File: src/rtl/kiosk_arbiter.sv
// Two-kiosk front end for a single vending core: round-robin grant, digit and
// payment forwarding, result capture, watchdog timeout and restock handling.
module kiosk_arbiter (
  input  logic       CLK,
  input  logic       RESET,
  input  logic       REQ0,
  input  logic       REQ1,
  input  logic       KEY0,
  input  logic       KEY1,
  input  logic [2:0] CODE0,
  input  logic [2:0] CODE1,
  input  logic       PAY0,
  input  logic       PAY1,
  input  logic       RELOAD_REQ,
  input  logic       CORE_VEND,
  input  logic       CORE_INVALID_SEL,
  input  logic       CORE_FAILED_TRAN,
  input  logic [2:0] CORE_COST,
  output logic       CORE_CARD_IN,
  output logic       CORE_KEY_PRESS,
  output logic       CORE_VALID_TRAN,
  output logic       CORE_RELOAD,
  output logic [2:0] CORE_ITEM_CODE,
  output logic       GNT0,
  output logic       GNT1,
  output logic       DONE0,
  output logic       DONE1,
  output logic [1:0] STATUS,
  output logic [2:0] COST_OUT,
  output logic       BUSY
);

  localparam logic [2:0] S_IDLE     = 3'd0;
  localparam logic [2:0] S_RELOAD   = 3'd1;
  localparam logic [2:0] S_CARD     = 3'd2;
  localparam logic [2:0] S_DIGIT1   = 3'd3;
  localparam logic [2:0] S_DIGIT2   = 3'd4;
  localparam logic [2:0] S_WAIT_RES = 3'd5;
  localparam logic [2:0] S_RELEASE  = 3'd6;

  localparam logic [1:0] ST_VENDED  = 2'b00;
  localparam logic [1:0] ST_INVALID = 2'b01;
  localparam logic [1:0] ST_FAILED  = 2'b10;
  localparam logic [1:0] ST_TIMEOUT = 2'b11;

  logic [2:0] state, state_nx;
  logic       owner, owner_nx;
  logic       last_served;
  logic       reload_pend;
  logic [3:0] wdog;
  logic [1:0] status_r, status_nx;
  logic [2:0] cost_r;
  logic       fwd_key, fwd_pay;

  logic       own_req, own_key, own_pay;
  logic [2:0] own_code;
  logic       core_flag;
  logic [1:0] flag_status;
  logic       in_session;

  assign own_req  = owner ? REQ1  : REQ0;
  assign own_key  = owner ? KEY1  : KEY0;
  assign own_pay  = owner ? PAY1  : PAY0;
  assign own_code = owner ? CODE1 : CODE0;

  assign core_flag   = CORE_INVALID_SEL | CORE_FAILED_TRAN | CORE_VEND;
  assign flag_status = CORE_INVALID_SEL ? ST_INVALID :
                       CORE_FAILED_TRAN ? ST_FAILED  : ST_VENDED;
  assign in_session  = (state == S_CARD) || (state == S_DIGIT1) ||
                       (state == S_DIGIT2) || (state == S_WAIT_RES);

  always_comb begin
    // NOTE: every variable gets a default before the case so no latch is inferred.
    state_nx  = state;
    owner_nx  = owner;
    status_nx = status_r;
    fwd_key   = 1'b0;
    fwd_pay   = 1'b0;
    if (state == S_IDLE) begin
      if (reload_pend) begin
        state_nx = S_RELOAD;
      end else if (REQ0 || REQ1) begin
        state_nx = S_CARD;
        owner_nx = (REQ0 && REQ1) ? ~last_served : REQ1;
      end
    end else if (state == S_RELOAD || state == S_RELEASE) begin
      state_nx = S_IDLE;
    end else if (in_session) begin
      // A core result beats a card pull in the same cycle; the watchdog is last.
      if (core_flag) begin
        state_nx  = S_RELEASE;
        status_nx = flag_status;
      end else if (!own_req) begin
        state_nx  = S_RELEASE;
        status_nx = ST_TIMEOUT;
      end else if (state != S_CARD && wdog == 4'd15) begin
        state_nx  = S_RELEASE;
        status_nx = ST_TIMEOUT;
      end else begin
        case (state)
          S_CARD:   state_nx = S_DIGIT1;
          S_DIGIT1: if (own_key) begin fwd_key = 1'b1; state_nx = S_DIGIT2; end
          S_DIGIT2: if (own_key) begin fwd_key = 1'b1; state_nx = S_WAIT_RES; end
          default:  fwd_pay = own_pay;
        endcase
      end
    end else begin
      state_nx = S_IDLE;
    end
  end

  // NOTE: sequential state uses non-blocking assignments only, so every register
  // samples the pre-edge values regardless of statement order.
  always_ff @(posedge CLK or negedge RESET) begin
    if (!RESET) begin
      state           <= S_IDLE;
      owner           <= 1'b0;
      last_served     <= 1'b1;
      reload_pend     <= 1'b0;
      wdog            <= 4'd0;
      status_r        <= ST_VENDED;
      cost_r          <= 3'd0;
      CORE_CARD_IN    <= 1'b0;
      CORE_KEY_PRESS  <= 1'b0;
      CORE_VALID_TRAN <= 1'b0;
      CORE_RELOAD     <= 1'b0;
      CORE_ITEM_CODE  <= 3'd0;
      GNT0            <= 1'b0;
      GNT1            <= 1'b0;
      DONE0           <= 1'b0;
      DONE1           <= 1'b0;
      STATUS          <= 2'b00;
      COST_OUT        <= 3'd0;
      BUSY            <= 1'b0;
    end else begin
      state       <= state_nx;
      owner       <= owner_nx;
      status_r    <= status_nx;
      reload_pend <= (reload_pend && state != S_RELOAD) || RELOAD_REQ;

      if (state_nx != state || fwd_key || fwd_pay) wdog <= 4'd0;
      else if (wdog != 4'd15)                      wdog <= wdog + 4'd1;

      CORE_CARD_IN    <= (state == S_CARD);
      CORE_KEY_PRESS  <= fwd_key;
      CORE_VALID_TRAN <= fwd_pay;
      CORE_RELOAD     <= (state == S_RELOAD);
      if (fwd_key) CORE_ITEM_CODE <= own_code;

      if (state == S_IDLE && state_nx == S_CARD) cost_r <= 3'd0;
      else if (fwd_key && state == S_DIGIT2)     cost_r <= CORE_COST;

      if (state == S_CARD) begin
        GNT0 <= ~owner;
        GNT1 <= owner;
      end else if (state == S_RELEASE) begin
        GNT0 <= 1'b0;
        GNT1 <= 1'b0;
      end

      DONE0 <= (state == S_RELEASE) && !owner;
      DONE1 <= (state == S_RELEASE) && owner;
      if (state == S_RELEASE) begin
        STATUS      <= status_r;
        COST_OUT    <= cost_r;
        last_served <= owner;
      end

      BUSY <= (state_nx != S_IDLE);
    end
  end

endmodule

File: config.mk
export PLATFORM = sky130hd
export DESIGN_NAME = kiosk_arbiter
export DESIGN_NICKNAME = d
export VERILOG_FILES = /design/src/rtl/kiosk_arbiter.sv
export SDC_FILE = /design/constraint.sdc
export NUM_CORES = 1
export LEC_CHECK = 0
export CAP_MARGIN = 20
export CORE_MARGIN = 10
export CORE_UTILIZATION = 35
export CTS_CLUSTER_DIAMETER = 150
export CTS_CLUSTER_SIZE = 10
export DETAILED_ROUTE_END_ITERATION = 10
export PLACE_DENSITY_LB_ADDON = 0.15
export SYNTH_ARGS = -nofsm -noshare
export SYNTH_HDL_FRONTEND = slang
export SYNTH_SLANG_ARGS = --single-unit
File: constraint.sdc
create_clock -name CLK -period 2.8 [get_ports CLK]
set_clock_uncertainty 0.2 [all_clocks]
set_input_delay 0.56 -clock CLK [delete_from_list [all_inputs] [get_ports CLK]]
set_output_delay 0.56 -clock CLK [all_outputs]
set_load 0.01 [all_outputs]
==> flow_metrics.py <==
metrics = {
    "sta": {
        "final.period_utilization_pct": 87.45,
        "rsz0062_at_grt": "false",
        "worstMarginPinSlew_ps": 555.8,
        "relSlewSlack_pct": 62.60,
        "hold_viol": 0,
        "setup_viol": 0,
        "setup_slack_ps": 351.5,
        "drv_slew": 0,
        "setup-tns-final_ps": 0,
        "fmax_ghz": 0.4084,
        "hold-worst-slack_ps": 284.5,
        "finalCriticalPeriod_ps": 2448,
    },
    "floorplanning": {
        "io_pins": 38,
        "dieHeight_um": 88.12,
        "start_util_pct": 36.79,
        "core_region_area_um2": 4414,
        "dieArea_um2": 7765,
        "die_w_um": 88.12,
        "rows": 24,
    },
    "clocking": {
        "cts_buffers": 5,
        "cts.clk_slew.worst_paths_ps": 70,
        "clkLatencyLatePin_ps": 280,
        "cts_resized": 0,
        "htreeDepth": 2,
        "post_cts_buffers": 0,
        "cts.path.max_buffers": 2,
        "clockRootBuffer": "clkbuf_8",
        "cts_tree": "yes",
        "cts_sinks": 32,
        "ctsHoldBuffers": 0,
    },
    "pwr": {
        "comb_power_share_pct": 39.6,
        "intPower_mw": 1.324,
        "p_sw_uw": 720.3,
        "p_total_mw": 2.045,
        "swShare_pct": 35.23,
        "p_leak_nw": 0.9187,
        "p_per_area_nw_per_um2": 949.5,
        "power_frac_clock_pct": 20.9,
        "peakVddDrop_uv": 277.1,
        "power_frac_seq_pct": 39.6,
    },
    "worst_setup_path": {
        "reg2reg_depth": 5,
        "cp_slowest_cell": "clkdlybuf4s50_1",
        "critPathMaxFanout": 5,
        "critPathRequiredTime_ps": 2770,
        "r2r_setup_slack_ps": 620,
        "crit_path_cell_trace": "clkdlybuf4s50_1 > or3_4 > nor4_4 > and2b_4 > mux2_4",
        "start_kind": "input pin",
        "end_kind": "flop",
        "worstReg2RegEnd": "wdog[3]",
        "crit_type": "input pin to flop",
        "critPathMaxStageDelay_ps": 460,
        "crit_start": "CORE_FAILED_TRAN",
        "rr_startpoint": "owner",
        "arrival_ps": 2410,
    },
    "synth": {
        "syn_area_per_cell_um2": 10.83,
        "synth-edff-count": 0,
        "synth-seq-area-share_pct": 49.38,
        "yosysTopAreaCellShare_pct": 47.77,
        "yosysTopAreaCell": "dfrtp_1",
        "ys_top_cells_by_area": "dfrtp_1 48%, mux2_2 6.9%, nand2_1 4.4%",
        "ys_ff_latch": 32,
        "synth_top_family_by_area": "simple AND/OR/NAND/NOR gates",
        "synthArstFlopShare_pct": 100.0,
        "yosys.area_share.adder_pct": 0.7704,
        "synth_compound_area_share_pct": 14.41,
        "synth_flop_cell": "dfrtp_1",
        "synth_mux_area_share_pct": 13.25,
        "synthCells": 150,
        "synth_simple_gate_area_share_pct": 18.95,
        "synth_cell_types": 40,
        "syn_nets": 172,
        "yosys_warnings": 0,
        "synthXorXnorAreaFrac_pct": 0.5393,
        "syn_area_um2": 1624,
    },
    "place": {
        "io_buffers": 37,
        "place_congestion": 0.8580,
        "hpwl_um": 3034,
        "dpl_worst_slack_ps": 46.73,
    },
    "routing": {
        "routed-via-count": 1287,
        "vias_per_cell": 5.275,
        "firstDrtPassIters": 4,
        "drt-initial-drc-count": 50,
        "drc": 0,
        "wl_um": 3937,
        "ant_nets": 0,
        "drt-wirelength-per-cell_um": 16.14,
    },
    "global_routing": {
        "antenna_found_initial": 0,
        "grt_max_degree": 33,
        "grt_pass1_wl_um": 6451,
        "grt_pass1_vias": 1324,
        "track_usage_pct": 10.44,
        "grt-ovfl-total": 0,
    },
    "layout": {
        "layout_commonest_cell": "clkdlybuf4s50_1",
        "finalNetCount": 213,
        "area_growth_pct": 32.59,
        "final_cell_mix": "37 x clkdlybuf4s50_1, 31 x dfrtp_1, 19 x nand2_1",
        "n_fill_cell": 403,
        "antennaDiodeCount": 0,
        "drive_above_1_share_pct": 18.75,
    },
    "min_path": {
        "hold_depth": 2,
        "hold_class": "flop to flop",
        "min-delay-start": "GNT1",
        "min_to": "GNT1",
    },
    "run_status": {
        "status": "finished, final reports clean",
    },
    "flow_run": {
        "maxCapViolCount": 0,
    },
}
==> area by class of cell <==
type / count / area [µm²] / area share (%)
Multi-Input combinational cell: 109 / 778.2 / 36.14
Clock inverter: 2 / 35.03 / 1.627
Inverter: 4 / 15.01 / 0.6973
Sequential cell: 32 / 802.0 / 37.25
Tap cell: 52 / 65.06 / 3.021
Clock buffer: 6 / 72.57 / 3.370
Timing Repair Buffer: 39 / 385.4 / 17.90
==> cell families after synthesis <==
logic type	count (synthesis)
buf+inv	9
compound gates	37
simple gates	52
flops	32
xor+xnor	1
mux	18
fa+ha+maj	1
==> critical path, delay by kind of cell <==
| family | cells | cell delay, ps |
|---|---|---|
| buf+inv | 1 | 460 |
| simple gates | 3 | 1100 |
| mux | 1 | 300 |
==> synth_stat cells, drive strengths merged, types with 3 or more instances <==
master / instances
dfrtp: 31
inv: 4
nor2: 6
nor2b: 3
mux2: 13
buf: 3
o31ai: 3
nor4: 3
a21oi: 11
nor3: 5
nand2: 19
and3: 3
o21ai: 13
mux2i: 5
==> metal layers <==
layer / wire length [µm] / vias up / global-route usage (%)
met3: 355 / 8 / 4.550
met4: 61 / 0 / 3.709
met1: 1679 / 609 / 11.68
li1: - / 623 / -
met5: 0 / - / 0
met2: 1841 / 47 / 17.33
==> worst max path at each step <==
stage | to | slack, ps | cells past startpoint
floorplan | CORE_ITEM_CODE[0] | 670 | 4
global placement | CORE_ITEM_CODE[0] | 110 | 5
detailed placement | CORE_ITEM_CODE[1] | 50 | 5
CTS | CORE_ITEM_CODE[0] | 350 | 5
global route | wdog[3] | 240 | 6
finish | CORE_ITEM_CODE[0] | 350 | 5
==> through the flow <==
step	instances	utilization (%)	cell area [µm²]
after floorplan	150	-	1624
after global placement	236	46.34	2046
after detailed placement	236	46.34	2046
after CTS	244	48.78	2153
after global routing	244	48.78	2153
final	244	48.78	2153
==> power by group through the flow <==
stage          Sequential (mW)  Clock (mW)  Combinational [mW]
4_1_cts                  0.809       0.444               0.816
5_1_grt                  0.836       0.459               0.892
3_3_place_gp             0.814           0               0.798
2_1_floorplan            0.761           0               0.553
6_report                 0.809       0.427               0.809
3_5_place_dp             0.817           0               0.812
==> state kept, by name, summed over array words and instances, names as in the netlist, 2 cells and up <==
name and flops:
CORE_ITEM_CODE 3, status_r 2, cost_r 3, COST_OUT 3, state 3, wdog 4
STATUS 2
Power figures use the tool's default switching activity.
